## config.mk

```make
export PLATFORM = sky130hd
export DESIGN_NAME = instr_encoder_flat
export DESIGN_NICKNAME = d
export VERILOG_FILES = /design/src/rtl/instr_encoder_pkg.sv /design/src/rtl/instr_encoder_if.sv /design/src/rtl/instr_encoder_pack.sv /design/src/rtl/instr_encoder.sv /design/src/flat_wrapper.sv
export SDC_FILE = /design/constraint.sdc
export NUM_CORES = 1
export LEC_CHECK = 0
export CORE_AREA = 2 2 91 93
export CTS_CLUSTER_SIZE = 16
export DETAILED_ROUTE_END_ITERATION = 8
export DIE_AREA = 0 0 93 95
export PLACE_DENSITY = 0.85
export SLEW_MARGIN = 5
export SYNTH_ARGS = -nofsm -noshare
export SYNTH_HDL_FRONTEND = slang
export SYNTH_SLANG_ARGS = --single-unit
```

## constraint.sdc

```tcl
create_clock -name clk -period 2.8 [get_ports clk]
set_clock_uncertainty 0.1 [all_clocks]
set_input_delay 0.56 -clock clk [delete_from_list [all_inputs] [get_ports clk]]
set_output_delay 0.56 -clock clk [all_outputs]
set_load 0.005 [all_outputs]
```

## src/rtl/instr_encoder_pkg.sv

```systemverilog
// Shared RV32I encoding constants and field packers, imported by the encoder
// and by the control unit that decodes its output.
package instr_encoder_pkg;

    typedef enum logic [3:0] {
        OP_ADDI = 4'd0,
        OP_ORI  = 4'd1,
        OP_SLTI = 4'd2,
        OP_ANDI = 4'd3,
        OP_LW   = 4'd4,
        OP_SW   = 4'd5,
        OP_BEQ  = 4'd6,
        OP_BNE  = 4'd7,
        OP_BLT  = 4'd8,
        OP_BGE  = 4'd9,
        OP_BLTU = 4'd10,
        OP_BGEU = 4'd11,
        OP_JAL  = 4'd12
    } op_t;

    localparam logic [6:0] OPC_OPIMM  = 7'b0010011;
    localparam logic [6:0] OPC_LOAD   = 7'b0000011;
    localparam logic [6:0] OPC_STORE  = 7'b0100011;
    localparam logic [6:0] OPC_BRANCH = 7'b1100011;
    localparam logic [6:0] OPC_JAL    = 7'b1101111;

    localparam logic [2:0] F3_ADDI = 3'b000;
    localparam logic [2:0] F3_ORI  = 3'b110;
    localparam logic [2:0] F3_SLTI = 3'b010;
    localparam logic [2:0] F3_ANDI = 3'b111;
    localparam logic [2:0] F3_LW   = 3'b010;
    localparam logic [2:0] F3_SW   = 3'b010;
    localparam logic [2:0] F3_BEQ  = 3'b000;
    localparam logic [2:0] F3_BNE  = 3'b001;
    localparam logic [2:0] F3_BLT  = 3'b100;
    localparam logic [2:0] F3_BGE  = 3'b101;
    localparam logic [2:0] F3_BLTU = 3'b110;
    localparam logic [2:0] F3_BGEU = 3'b111;

    localparam logic [31:0] NOP = 32'h0000_0013;

    function automatic logic [31:0] enc_i(logic [11:0] imm, logic [4:0] rs1, logic [2:0] f3,
                                          logic [4:0] rd, logic [6:0] opc);
        return {imm, rs1, f3, rd, opc};
    endfunction

    function automatic logic [31:0] enc_s(logic [11:0] imm, logic [4:0] rs2, logic [4:0] rs1,
                                          logic [2:0] f3, logic [6:0] opc);
        return {imm[11:5], rs2, rs1, f3, imm[4:0], opc};
    endfunction

    // Branch/jump offsets are passed without bit 0, which is always zero when legal.
    function automatic logic [31:0] enc_b(logic [12:1] imm, logic [4:0] rs2, logic [4:0] rs1,
                                          logic [2:0] f3, logic [6:0] opc);
        return {imm[12], imm[10:5], rs2, rs1, f3, imm[4:1], imm[11], opc};
    endfunction

    function automatic logic [31:0] enc_j(logic [20:1] imm, logic [4:0] rd, logic [6:0] opc);
        return {imm[20], imm[10:1], imm[11], imm[19:12], rd, opc};
    endfunction

endpackage

```

## src/rtl/instr_encoder_if.sv

```systemverilog
// Request/response handshake between an instruction producer, the encoder and
// the instruction-memory writer.
interface instr_encoder_if #(parameter int ADDR_WIDTH = 32);
    logic                  in_valid;
    logic                  in_ready;
    logic [3:0]            in_op;
    logic [4:0]            in_rd;
    logic [4:0]            in_rs1;
    logic [4:0]            in_rs2;
    logic [31:0]           in_imm;
    logic                  out_valid;
    logic                  out_ready;
    logic [31:0]           out_instr;
    logic [ADDR_WIDTH-1:0] out_addr;
    logic                  out_err;

    modport master (
        output in_valid, in_op, in_rd, in_rs1, in_rs2, in_imm, out_ready,
        input  in_ready, out_valid, out_instr, out_addr, out_err
    );

    modport slave (
        input  in_valid, in_op, in_rd, in_rs1, in_rs2, in_imm, out_ready,
        output in_ready, out_valid, out_instr, out_addr, out_err
    );
endinterface

```

## src/rtl/instr_encoder_pack.sv

```systemverilog
// Combinational RV32I field packing plus immediate/opcode legality check.
module instr_pack
    import instr_encoder_pkg::*;
(
    input  logic [3:0]  op,
    input  logic [4:0]  rd,
    input  logic [4:0]  rs1,
    input  logic [4:0]  rs2,
    input  logic [31:0] imm,
    output logic [31:0] instr,
    output logic        legal
);
    logic signed [31:0] simm;
    logic i_ok, b_ok, j_ok;

    assign simm = signed'(imm);
    assign i_ok = (simm >= -32'sd2048) && (simm <= 32'sd2047);
    assign b_ok = !imm[0] && (simm >= -32'sd4096) && (simm <= 32'sd4094);
    assign j_ok = !imm[0] && (simm >= -32'sd1048576) && (simm <= 32'sd1048574);

    always_comb begin
        instr = NOP;
        legal = 1'b0;
        case (op)
            OP_ADDI: begin instr = enc_i(imm[11:0], rs1, F3_ADDI, rd, OPC_OPIMM); legal = i_ok; end
            OP_ORI:  begin instr = enc_i(imm[11:0], rs1, F3_ORI,  rd, OPC_OPIMM); legal = i_ok; end
            OP_SLTI: begin instr = enc_i(imm[11:0], rs1, F3_SLTI, rd, OPC_OPIMM); legal = i_ok; end
            OP_ANDI: begin instr = enc_i(imm[11:0], rs1, F3_ANDI, rd, OPC_OPIMM); legal = i_ok; end
            OP_LW:   begin instr = enc_i(imm[11:0], rs1, F3_LW,   rd, OPC_LOAD);  legal = i_ok; end
            OP_SW:   begin instr = enc_s(imm[11:0], rs2, rs1, F3_SW, OPC_STORE);  legal = i_ok; end
            OP_BEQ:  begin instr = enc_b(imm[12:1], rs2, rs1, F3_BEQ,  OPC_BRANCH); legal = b_ok; end
            OP_BNE:  begin instr = enc_b(imm[12:1], rs2, rs1, F3_BNE,  OPC_BRANCH); legal = b_ok; end
            OP_BLT:  begin instr = enc_b(imm[12:1], rs2, rs1, F3_BLT,  OPC_BRANCH); legal = b_ok; end
            OP_BGE:  begin instr = enc_b(imm[12:1], rs2, rs1, F3_BGE,  OPC_BRANCH); legal = b_ok; end
            OP_BLTU: begin instr = enc_b(imm[12:1], rs2, rs1, F3_BLTU, OPC_BRANCH); legal = b_ok; end
            OP_BGEU: begin instr = enc_b(imm[12:1], rs2, rs1, F3_BGEU, OPC_BRANCH); legal = b_ok; end
            OP_JAL:  begin instr = enc_j(imm[20:1], rd, OPC_JAL); legal = j_ok; end
            default: begin instr = NOP; legal = 1'b0; end
        endcase
    end
endmodule

```

## src/rtl/instr_encoder.sv

```systemverilog
// Instruction encoder: one output register with valid/ready handshake, a
// write-address counter and a saturating illegal-request counter.
module instr_encoder
    import instr_encoder_pkg::*;
#(
    parameter int                    ADDR_WIDTH = 32,
    parameter logic [ADDR_WIDTH-1:0] BASE_ADDR  = '0
) (
    input  logic            clk,
    input  logic            rst_n,
    input  logic            flush,
    instr_encoder_if.slave  bus,
    output logic [7:0]      err_count
);
    logic [31:0]           pack_instr;
    logic                  pack_legal;
    logic                  accept, consume;
    logic                  vld_q, err_q;
    logic [31:0]           instr_q;
    logic [ADDR_WIDTH-1:0] addr_q;

    instr_pack u_pack (
        .op    (bus.in_op),
        .rd    (bus.in_rd),
        .rs1   (bus.in_rs1),
        .rs2   (bus.in_rs2),
        .imm   (bus.in_imm),
        .instr (pack_instr),
        .legal (pack_legal)
    );

    assign bus.in_ready  = rst_n && !flush && (!vld_q || bus.out_ready);
    assign accept        = bus.in_valid && bus.in_ready;
    assign consume       = vld_q && bus.out_ready;
    assign bus.out_valid = vld_q;
    assign bus.out_instr = instr_q;
    assign bus.out_addr  = addr_q;
    assign bus.out_err   = err_q;

    // addr_q is the address of the held word, or of the next word when empty.
    always_ff @(posedge clk or negedge rst_n) begin
        if (!rst_n) begin
            vld_q     <= 1'b0;
            err_q     <= 1'b0;
            instr_q   <= '0;
            addr_q    <= BASE_ADDR;
            err_count <= '0;
        end else if (flush) begin
            vld_q  <= 1'b0;
            err_q  <= 1'b0;
            addr_q <= BASE_ADDR;
        end else begin
            if (consume)
                addr_q <= addr_q + ADDR_WIDTH'(4);
            if (accept) begin
                vld_q   <= 1'b1;
                instr_q <= pack_legal ? pack_instr : NOP;
                err_q   <= !pack_legal;
                if (!pack_legal && err_count != 8'hFF)
                    err_count <= err_count + 8'd1;
            end else if (consume) begin
                vld_q <= 1'b0;
                err_q <= 1'b0;
            end
        end
    end
endmodule

```

## src/flat_wrapper.sv

```systemverilog
// flat-port wrapper written by rule: the top's interface ports become plain ports
module instr_encoder_flat import instr_encoder_pkg::*;
#(
    parameter int                    ADDR_WIDTH = 32,
    parameter logic [ADDR_WIDTH-1:0] BASE_ADDR  = '0
)
  (clk, rst_n, flush, err_count, bus_in_valid, bus_in_op, bus_in_rd, bus_in_rs1, bus_in_rs2, bus_in_imm, bus_out_ready, bus_in_ready, bus_out_valid, bus_out_instr, bus_out_addr, bus_out_err);
  instr_encoder_if #(.ADDR_WIDTH(ADDR_WIDTH)) bus_i ();
  input  logic clk;
  input  logic rst_n;
  input  logic flush;
  output logic [7:0] err_count;
  input wire logic [$bits(bus_i.in_valid)-1:0] bus_in_valid;
  input wire logic [$bits(bus_i.in_op)-1:0] bus_in_op;
  input wire logic [$bits(bus_i.in_rd)-1:0] bus_in_rd;
  input wire logic [$bits(bus_i.in_rs1)-1:0] bus_in_rs1;
  input wire logic [$bits(bus_i.in_rs2)-1:0] bus_in_rs2;
  input wire logic [$bits(bus_i.in_imm)-1:0] bus_in_imm;
  input wire logic [$bits(bus_i.out_ready)-1:0] bus_out_ready;
  output wire logic [$bits(bus_i.in_ready)-1:0] bus_in_ready;
  output wire logic [$bits(bus_i.out_valid)-1:0] bus_out_valid;
  output wire logic [$bits(bus_i.out_instr)-1:0] bus_out_instr;
  output wire logic [$bits(bus_i.out_addr)-1:0] bus_out_addr;
  output wire logic [$bits(bus_i.out_err)-1:0] bus_out_err;
  assign bus_i.in_valid = bus_in_valid;
  assign bus_i.in_op = bus_in_op;
  assign bus_i.in_rd = bus_in_rd;
  assign bus_i.in_rs1 = bus_in_rs1;
  assign bus_i.in_rs2 = bus_in_rs2;
  assign bus_i.in_imm = bus_in_imm;
  assign bus_i.out_ready = bus_out_ready;
  assign bus_in_ready = bus_i.in_ready;
  assign bus_out_valid = bus_i.out_valid;
  assign bus_out_instr = bus_i.out_instr;
  assign bus_out_addr = bus_i.out_addr;
  assign bus_out_err = bus_i.out_err;
  instr_encoder #(.ADDR_WIDTH(ADDR_WIDTH), .BASE_ADDR(BASE_ADDR)) u_core (.clk(clk), .rst_n(rst_n), .flush(flush), .bus(bus_i), .err_count(err_count));
endmodule
```

==> out/results.ini <==
[outcome]
outcome=completed

[final_layout]
layout-drive-gt1-share=0.115
area_growth_pct=42.7
fill_cells=637
final_cell_mix=127 x clkdlybuf4s50_1, 70 x dfrtp_1, 39 x nor2_1
antennaDiodeCount=0
multiInputGateArea_mm2=0.00186
seq_area_mm2=0.00175
finish.instance_area_mm2=0.00541
utilization=0.682
num-nets-final=590
final_common_cell=clkdlybuf4s50_1

[clock_network]
cts_max_path_buffers=2
hold_buffers=0
post-cts-setup-buffers=0
cts_buffers=9
clk_pin_slew_ns=0.08
cts_resized=0
clock-sinks=70
clock_latency_ns=0.33
cts_tree=done
root_buffer=clkbuf_8
htreeDepth=3

[yosys]
synthArstFlopShare=1.00
avgSynthCellArea_um2=9.48
yosysUniqueCellTypes=54
yosysWarnings=0
ys.flop_type=dfrtp_1
synth_area_mm2=0.00379
synthesis.instances=400
synth_edf_count=0
ys_seq_area_frac=0.462
synth_seq_cells=70

[timing]
setup_viol=0
period_share=0.938
setup_tns_ns=0
worst_pin_slew_ns=0.875
period_minus_slack_ns=2.63
grt_setup_unrepaired=false
final-max-slew-violation-count=0
fmax_ghz=0.381
hold_viol=0
max_slew_margin=0.417

[critical_path]
crit_slowest_cell=clkdlybuf4s50_1
criticalPathCategory=in2out
crit_arrival_ns=1.97
cp_common_cell=clkdlybuf4s50_1
endpoint_kind=output pin
path_max_fanout=7
crit_required_ns=2.14
worstPathCellList=clkdlybuf4s50_1, and3b_2, clkdlybuf4s50_1
start_kind=input pin
max_stage_delay_ns=0.54

[placed_design]
port_buffers=128
dpl-instance-area_mm2=0.00520
dp_hpwl_um=7460
gp_congestion=0.902

[global_route]
antenna_found_initial=0
track_usage=0.232
grt_max_degree=71
grt_pass1_vias=3478
grt_pass1_wl_um=16300
globalRouteOverflowTotal=0

[job]
drv_cap=0

[detailed_routing]
vias=3556
drtIter0Drc=175
drc_errors=0
viasPerCell=5.54
postRouteAntennaNets=0
wl_per_cell_um=15.2
first_pass_iters=7
finalWirelength_um=9760

[floorplan]
rows=33
core_mm2=0.00793
die_x_um=93
dieArea_mm2=0.00884
initial_core_util=0.478
ioPinCount=131
die_y_um=95

[power]
total_power_mw=2.35
powerDensity_mw_per_mm2=435
p_leak_nw=2.26
peakVddDrop_uv=229

[hold_path]
min_path_type=in2async

-- path summary, 6_finish.rpt --
path | startpoint | to | slack (ns) | depth (start not counted)
worst max-delay path | flush | bus_in_ready | 0.17 | 3
worst min-delay path | rst_n | u_core.bus.out_addr[15] | 0.38 | 2
worst max register to register | u_core.bus.out_addr[9] | u_core.bus.out_addr[30] | 0.55 | 5
worst min register to register | u_core.bus.out_instr[19] | u_core.bus.out_instr[19] | 0.39 | 2
max in group asynchronous | rst_n | u_core.bus.out_addr[20] | 1.64 | 2
min in group clk | u_core.bus.out_instr[19] | u_core.bus.out_instr[19] | 0.39 | 2
-- state kept, by name, summed over array words and instances (netlist names) --
signal	cells
u_core.bus.out_instr	30
u_core.bus.out_err	1
u_core.err_count	8
u_core.bus.out_addr	30
u_core.bus.out_valid	1
-- cells by family (layout without fill, tap and decap cells) --
family | Yosys count | count (layout) | share of synthesized area
XOR/XNOR | 32 | 32 | 0.0739
multiplexers | 3 | 3 | 0.00825
buffers and inverters | 39 | 175 | 0.0482
AO/OA/AOI/OAI | 86 | 86 | 0.170
other | 1 | 2 | 0.000989
AND/OR/NAND/NOR | 167 | 167 | 0.230
flip-flops | 70 | 70 | 0.462
adder cells (fa/ha/maj) | 2 | 2 | 0.00660
-- metrics by stage --
step / std cells / worst slack, ns / hold slack, ns
floorplan: 401 / 0.577 / 0.164
global placement: 626 / 0.116 / 0.362
detailed placement: 626 / 0.0363 / 0.375
CTS: 642 / 0.177 / 0.393
global route: 642 / 0.125 / 0.413
finish: 642 / 0.173 / 0.377
-- cell usage after synthesis (2+ instances only) --
cell / number / area share
a21oi_1: 14 / 0.018
a221oi_1: 5 / 0.012
a222oi_1: 5 / 0.013
a22o_1: 8 / 0.018
a22oi_1: 5 / 0.0099
a32o_1: 2 / 0.0053
and2_1: 2 / 0.0033
and3_1: 6 / 0.0099
and4_1: 4 / 0.0092
buf_2: 2 / 0.0026
buf_4: 5 / 0.0099
buf_6: 2 / 0.0059
clkbuf_1: 14 / 0.014
dfrtp_1: 70 / 0.46
ha_1: 2 / 0.0066
inv_1: 14 / 0.014
mux2i_1: 2 / 0.0053
nand2_1: 38 / 0.038
nand2b_1: 4 / 0.0066
nand3_1: 23 / 0.030
nand4_1: 14 / 0.023
nand4b_1: 2 / 0.0046
nor2_1: 39 / 0.039
nor2b_1: 9 / 0.015
nor3_1: 9 / 0.012
nor4_1: 3 / 0.0050
o21ai_0: 18 / 0.024
o21ai_1: 2 / 0.0026
o21ai_2: 17 / 0.039
or2_2: 2 / 0.0033
or3_1: 5 / 0.0083
xnor2_1: 13 / 0.030
xor2_1: 19 / 0.044
-- power by group --
group	internal, mW	total [mW]	switching [mW]
logic	0.213	0.380	0.167
clock network	0.500	0.866	0.366
registers	1.05	1.11	0.0545
total	1.76	2.35	0.587
-- area by class of cell --
cell class                      count  share of cell area
Clock buffer                       10              0.0236
Clock inverter                      6              0.0160
Inverter                           15              0.0104
Multi-Input combinational cell    292               0.344
Sequential cell                    70               0.324
Tap cell                          105              0.0243
Timing Repair Buffer              144               0.258
-- critical path, delay by kind of cell --
family,cells,cell delay (ns)
buffers and inverters,2,1.05
and+or+nand+nor,1,0.35
-- metal layers --
metal / vias to the layer above / share of wire / wire length [µm] / track usage
li1: 1682 / - / - / -
met1: 1691 / 0.40 / 3860 / 0.281
met2: 162 / 0.50 / 4910 / 0.400
met3: 21 / 0.082 / 800 / 0.0599
met4: 0 / 0.020 / 192 / 0.0846
met5: - / 0 / 0 / 0
No activity file was read; power rests on OpenSTA's default activity.
